==> config.mk <==
export PLATFORM = sky130hd
export DESIGN_NAME = stream_agg
export DESIGN_NICKNAME = d
export VERILOG_FILES = /design/src/rtl/stream_agg.sv
export SDC_FILE = /design/constraint.sdc
export NUM_CORES = 1
export LEC_CHECK = 0
export ABC_AREA = 1
export CAP_MARGIN = 10
export CORE_UTILIZATION = 40
export CTS_BUF_LIST = sky130_fd_sc_hd__clkbuf_4 sky130_fd_sc_hd__clkbuf_8 sky130_fd_sc_hd__clkbuf_16
export DETAILED_ROUTE_END_ITERATION = 6
export GPL_TIMING_DRIVEN = 0
export PLACE_DENSITY = 0.62
export SLEW_MARGIN = 10
export SYNTH_ARGS = -nofsm -noshare
export SYNTH_HDL_FRONTEND = slang
export SYNTH_SLANG_ARGS = --single-unit
export TNS_END_PERCENT = 1
==> constraint.sdc <==
create_clock -name clk -period 3.2 [get_ports clk]
set_clock_uncertainty 0.15 [all_clocks]
set_input_delay 0.96 -clock clk [delete_from_list [all_inputs] [get_ports clk]]
set_output_delay 0.96 -clock clk [all_outputs]
set_load 0.1 [all_outputs]
==> src/rtl/stream_agg.sv <==
// Streaming group aggregator: SUM/MIN/MAX/COUNT per ilast-delimited group, one result per group.
// Build option: define AGG_SAT_EN for saturating SUM (default build wraps modulo 2^(`NUM+1)).
`timescale 1ns/1ps
`ifndef NUM
`define NUM 31
`endif

module stream_agg #(
    parameter int OPW = 2
) (
    input  logic                   clk,
    input  logic                   rst_n,
    input  logic signed [`NUM:0]   idata,
    input  logic                   ivalid,
    input  logic                   ilast,
    input  logic [OPW-1:0]         op,
    output logic                   istop,
    output logic signed [`NUM:0]   cdata,
    output logic                   cvalid,
    input  logic                   cstop
);

    typedef enum logic [1:0] {IDLE, ACCUM, EMIT} state_e;

    localparam logic [OPW-1:0] OP_SUM = OPW'(0);
    localparam logic [OPW-1:0] OP_MIN = OPW'(1);
    localparam logic [OPW-1:0] OP_MAX = OPW'(2);

    localparam logic signed [`NUM:0] SMAX = {1'b0, {`NUM{1'b1}}};
    localparam logic signed [`NUM:0] ONE  = {{`NUM{1'b0}}, 1'b1};
`ifdef AGG_SAT_EN
    localparam logic signed [`NUM:0] SMIN = {1'b1, {`NUM{1'b0}}};
`endif

    state_e                  state_q, state_d;
    logic signed [`NUM:0]    acc_q, acc_d;
    logic signed [`NUM:0]    cdata_q, cdata_d;
    logic [OPW-1:0]          op_q, op_d;
    logic signed [`NUM:0]    sum_sel;
    logic signed [`NUM:0]    upd;
    logic                    accept;

`ifdef AGG_SAT_EN
    // One guard bit: overflow shows up as disagreement of the top two bits.
    logic [`NUM+1:0] sum_w;
    assign sum_w   = {acc_q[`NUM], acc_q} + {idata[`NUM], idata};
    assign sum_sel = (sum_w[`NUM+1] != sum_w[`NUM]) ? (sum_w[`NUM+1] ? SMIN : SMAX)
                                                    : sum_w[`NUM:0];
`else
    assign sum_sel = acc_q + idata;
`endif

    always_comb begin
        upd = acc_q;
        case (op_q)
            OP_SUM:  upd = sum_sel;
            OP_MIN:  upd = (idata < acc_q) ? idata : acc_q;
            OP_MAX:  upd = (idata > acc_q) ? idata : acc_q;
            default: upd = (acc_q == SMAX) ? acc_q : acc_q + ONE;
        endcase
    end

    assign accept = ivalid && (state_q != EMIT);

    always_comb begin
        state_d = state_q;
        acc_d   = acc_q;
        op_d    = op_q;
        cdata_d = cdata_q;
        case (state_q)
            IDLE: begin
                if (accept) begin
                    op_d    = op;
                    acc_d   = (op == OPW'(3)) ? ONE : idata;
                    state_d = ilast ? EMIT : ACCUM;
                end
            end
            ACCUM: begin
                if (accept) begin
                    acc_d = upd;
                    if (ilast) state_d = EMIT;
                end
            end
            EMIT: begin
                if (!cstop) state_d = IDLE;
            end
            default: state_d = IDLE;
        endcase
        // Result register only moves on group close, so cdata keeps the last result otherwise.
        if (accept && ilast) cdata_d = acc_d;
    end

    always_ff @(posedge clk or negedge rst_n) begin
        if (!rst_n) begin
            state_q <= IDLE;
            acc_q   <= '0;
            cdata_q <= '0;
            op_q    <= '0;
        end else begin
            state_q <= state_d;
            acc_q   <= acc_d;
            cdata_q <= cdata_d;
            op_q    <= op_d;
        end
    end

    assign istop  = (state_q == EMIT);
    assign cvalid = (state_q == EMIT);
    assign cdata  = cdata_q;

endmodule

== Word-level counts from Yosys, hierarchy flattened ==
Cells that the tools add are included.
Storage, ports and cells
  flip-flop bits (word level): 68
  bits in latches: 0
  RAM bits: 0
  bits in read-only memories: 0
  output and inout bits: 34
  word-level logic and storage cells: 39
  memories kept: 0
Operators by class
  add/subtract/negate cells: 2
  $mul: 0
  divide/modulo/power cells: 0
  order comparisons: 2
  equality and inequality tests: 11
  shift operators: 0
  muxes and demuxes: 14
  bitwise gates (word level): 0
  reduce and logical (&&, ||, !) cells: 6
Operators by type and width (count)
  32-bit two-way mux: 6
  32-bit one-hot mux with 3 select lines: 1
  32-bit one-hot mux with 2 select lines: 1
  32-bit by 2-bit adder with 32-bit output, second input constant: 1
  32-bit adder: 1
  32-bit equality test, second input constant: 1
  32-bit greater-than comparator: 1
  32-bit < comparator: 1
  2-bit two-way mux: 5
  2-bit inequality test, second input constant: 5
  2-bit equality test, second input constant: 3
  2-bit one-hot mux with 3 select lines: 1
  2-bit by 1-bit equality test with 1-bit output, second input constant: 2
  2-bit zero test: 2
  4-bit AND reduction: 1
  1-bit logical AND: 2
  2-bit AND reduction: 1

== Logic depth before layout (Yosys ltp) ==
Gate-level depths: netlist of run 1.
  depth after elaboration: 5
  gate-level depth with buffers: 25
  gate-level depth less buffers: 25

== Worst setup path after synthesis of run 1 ==
No wires, ideal clock.
  path kind: reg2reg
  start: register state_q[1]
  end: register acc_q[11]
  library setup time: 0.139 ns
  arrival: 3.250 ns
  required time: 2.911 ns
  setup slack: -0.338 ns
  stages on the path, launching flop included: 9
  buffers on the path: 3
  clock period less this slack: 3.538 ns
  cell sequence: dfrtp_1 inv_1 nor2_1 nor2_1 inv_1 clkbuf_1 clkbuf_1 clkbuf_1 a22oi_1
On the way
  word-level cells in the longest chain between the ends: 4
  elaborated cells on any way between the ends: 7
  those cells by class: eq/ne (2); mux (3); reduce/logical (2)
Ends and longest elaborated chain
  start: declaration: line 35  | state_e state_q, state_d;
  start signal: assignment: line 100  | state_q <= state_d;
  2-bit inequality test: line 63  | assign accept = ivalid && (state_q != EMIT);
  1-bit logical AND: line 63
  32-bit two-way mux (on tied branches): line 79, 72
  32-bit one-hot mux with 2 select lines (*): line 70  | case (state_q)
  named net acc_d[11]: line 36  | logic signed [`NUM:0] acc_q, acc_d;
  end signal: assignment: line 96  | acc_q <= '0;
  end signal: assignment: line 101  | acc_q <= acc_d;
  end: declaration: line 36
Mark *: on every way through the listed nets, which the timed path passes. The rest lies on a longest branch.
A chain may end at the register's enable or synchronous reset.

== Final worst setup path of run 1 ==
  start: input ivalid
  end: register cdata_q[10] (netlist: cdata[10])
On the way
  word-level cells in the longest chain between the ends: 3
  elaborated cells on any way between the ends: 5
  those cells by class: mux (3); reduce/logical (2)
Ends and longest elaborated chain
  start: declaration: line 14  | input logic ivalid,
  1-bit logical AND (*): line 63
  32-bit two-way mux (on tied branches): line 79, 72
  32-bit one-hot mux with 2 select lines (*): line 70
  named net acc_d[10]: line 36
  end signal: assignment: line 102  | cdata_q <= cdata_d;
  end: declaration: line 37  | logic signed [`NUM:0] cdata_q, cdata_d;
Marks and branches as above.

==> out/metrics.csv, run 1 <==
metric;value;unit
cp-startpoint;ivalid;
placementRows;52;
r2r-start;acc_q[31]$_DFF_PN0_;
die-area;21800;um2
layout_min_cycle_time;3420;ps
reg2reg_slack;-140;ps
cp_max_fo;10;
startpoint_type;input port;
outcome;finished with violations;
crit_path_frequent_cell;nand2_1;
finish.instance_area;10900;um2
synthCells;1423;
rsz0062_at_grt;yes;
routed_via_density;5.90;
cp.required;3300;ps
coreArea;20500;um2
synth-seq-cells;68;
die_w;148;um
slowest_delay;480;ps
reg2reg_to;cdata[7]$_DFFE_PN0P_;
slew_headroom;32.6;%
routed_wl;41300;um
cap_violations;0;
ant_nets;0;
ir_drop;0.000636;V
cts_tree;done;
p_per_area;1150;nW/um2
synth.distinct_cells;42;
io_pins;73;
cp-end-kind;register;
p_leak;5.09;nW
cts.sinks;68;
antenna_found_initial;0;
grt_max_degree;55;
drc;0;
met3_usage;9.66;%
multi_input_area;6610;um2
htree_num_levels;3;
fin_nets;1653;
clkLatencyLatePin;360;ps
yosysWarnings;0;
synth-seq-area-share;20.0;%
synth_area;8490;um2
arrival;3520;ps
worstPathCellList;buf_2 > clkinv_2 > nor2_4 > inv_1 > clkbuf_1 > clkbuf_1 > a21oi_1 > nand4_1 > nand3_1 > nand2_1 > nand2_1 > nand2_1;
clk_pin_slew_worst_paths;70;ps
gr-usage-met2;55.9;%
drive_above_1_share;17.2;%
violations;negative setup slack;
timing.final.ws_setup;-224;ps
clockBufferDepth;2;
synth_area_per_cell;5.97;um2
reg2reg_depth;19;
dp_hpwl;31700;um
hold_viol_final;0;
gp_congestion;1.01;
max_freq;0.292;GHz
antenna_cells;0;
cpMaxStageDelayCell;clkbuf_1;
first_iter_violations;1239;
io_buffers;71;
busiest_layer;met2;
placed_cell_area;9570;um2
use_met1;51.8;%
dieHeight;148;um
tightest_slew;1010;ps
grt_pass1_vias;9820;
fin_util;53.4;%
min_path_type;in2async;
numCtsBuffers;9;
crit_type;in2reg;
regArea;1720;um2
area_growth;28.8;%
firstDrtPassIters;6;
finalSetupViolations;53;
syn-num-nets;1527;
grt_overflow;0;
place_ws;-1510;ps
slew_viol_final;0;
cts_root_buffer;clkbuf_16;
hold_buffers;0;
num_vias;10755;
grt_pass1_wl;60200;um
start_util;41.4;%
min_period_over_period;107;%
final.fill_count;2128;
avgRoutedWirePerCell;22.7;um
grt_use_total;37.5;%
critical path, delay by kind of cell:
family | cells | cell delay, ps
simple gates | 6 | 840
compound gates | 1 | 340
buf+inv | 5 | 1360
report_power, final:
| group | switching (mW) | internal, mW | leakage, nW |
|---|---|---|---|
| registers | 0.522 | 1.25 | 0.826 |
| logic | 6.63 | 3.06 | 4.11 |
| clock network | 0.449 | 0.618 | 0.146 |
| total | 7.60 | 4.92 | 5.09 |
flip-flops by register name (all words and copies together) (netlist names):
signal	cells
op_q	2
state_q	2
cdata	32
acc_q	32
through the flow:
step	hold slack [ps]	setup TNS [ps]	std cells	total power, mW
finish	329	-4590	1824	12.5
global route	337	-10010	1824	13.2
CTS	332	-10980	1803	11.6
detailed placement	315	-87640	1765	9.60
global placement	312	-196010	1764	9.60
floorplan	385	0	1423	7.11
cell families (layout without fill, tap and decap cells):
family                   Yosys count  in the layout  synth area share (%)
AND/OR/NAND/NOR                  682            683                  35.0
flip-flops                        68             68                  20.0
adder cells (fa/ha/maj)           65             65                  9.67
XOR/XNOR                           5              5                 0.516
buffers and inverters            232            362                  10.9
AO/OA/AOI/OAI                    371            371                  23.9
synth_stat cells (all sizes together):
| cell type | n | area [um2] |
|---|---|---|
| nor3 | 21 | 126 |
| a31oi | 5 | 31.3 |
| nor2 | 104 | 398 |
| buf | 16 | 111 |
| o21ai | 119 | 596 |
| o22ai | 21 | 131 |
| o21bai | 5 | 37.5 |
| nand3 | 112 | 593 |
| o21a | 5 | 37.5 |
| a21oi | 171 | 856 |
| a21o | 4 | 30.0 |
| a22oi | 12 | 90.1 |
| dfrtp | 68 | 1700 |
| o31ai | 1 | 7.51 |
| xor2 | 5 | 43.8 |
| nand4 | 32 | 206 |
| nor4 | 8 | 50.1 |
| a21boi | 3 | 22.5 |
| a32o | 1 | 10.0 |
| clkinv | 3 | 11.3 |
| o211ai | 24 | 180 |
| inv | 173 | 649 |
| nand2 | 386 | 1470 |
| and3 | 2 | 12.5 |
| or2 | 12 | 75.1 |
| fa | 1 | 20.0 |
| clkbuf | 40 | 150 |
| nand3b | 5 | 37.5 |
| ha | 64 | 801 |
layout by cell type (no fill, tap or decap), drive strengths merged:
cell type and count:
a21boi 3, a21o 4, a21oi 171, a22oi 12
a31oi 5, a32o 1, and3 2, buf 76
bufinv 1, clkbuf 68, clkdlybuf4s15 1, clkdlybuf4s50 36
clkinv 6, clkinvlp 3, dfrtp 68, fa 1
ha 64, inv 171, nand2 386, nand3 113
nand3b 5, nand4 32, nor2 104, nor3 21
nor4 8, o211ai 24, o21a 5, o21ai 119
o21bai 5, o22ai 21, o31ai 1, or2 12
xor2 5
area by class of cell:
| cell class | instances | area share [%] |
|---|---|---|
| multi-input cells | 1124 | 60.5 |
| flip-flops and latches | 68 | 15.7 |
| repair buffers | 114 | 9.11 |
| inverters | 176 | 6.14 |
| well taps | 270 | 3.09 |
| plain buffers | 56 | 2.80 |
| clock buffers | 11 | 2.20 |
| clock inverters | 5 | 0.481 |
layer usage:
| layer | vias to the layer above | wire length (um) | part of all wire [%] |
|---|---|---|---|
| li1 | 5044 | - | - |
| met1 | 4978 | 18000 | 43 |
| met2 | 637 | 17600 | 43 |
| met3 | 96 | 4380 | 11 |
| met4 | 0 | 1410 | 3.4 |
| met5 | - | 0 | 0 |
timing repair:
action                     4_1_cts  5_1_grt
gates cloned                     3        0
gates resized for setup        180      164
setup endpoints to repair       66       65
setup buffers                   19       22
pin swaps                       33       45
how the worst max path moves through the flow:
stage / end / slack, ps / cells past startpoint
CTS: cdata[20]$_DFFE_PN0P_ / -280 / 18
global route: cdata[20]$_DFFE_PN0P_ / -300 / 17
floorplan: cdata[23]$_DFFE_PN0P_ / 40 / 17
global placement: acc_q[10]$_DFF_PN0_ / -1590 / 1
finish: cdata[10]$_DFFE_PN0P_ / -220 / 12
detailed placement: cdata[20]$_DFFE_PN0P_ / -1510 / 16
No activity file was read; power rests on OpenSTA's default activity.
==> run 2, diff against run 1 <==
CTS_CLUSTER_SIZE = 16   (was default)
==> results of run 2 <==
No change in the layout: final DEF, timing and power equal those of run 1.
==> run 3, diff against run 2 <==
CTS_CLUSTER_DIAMETER = 80   (was default)
==> results of run 3 <==
No change in the layout: final DEF, timing and power equal those of run 1.
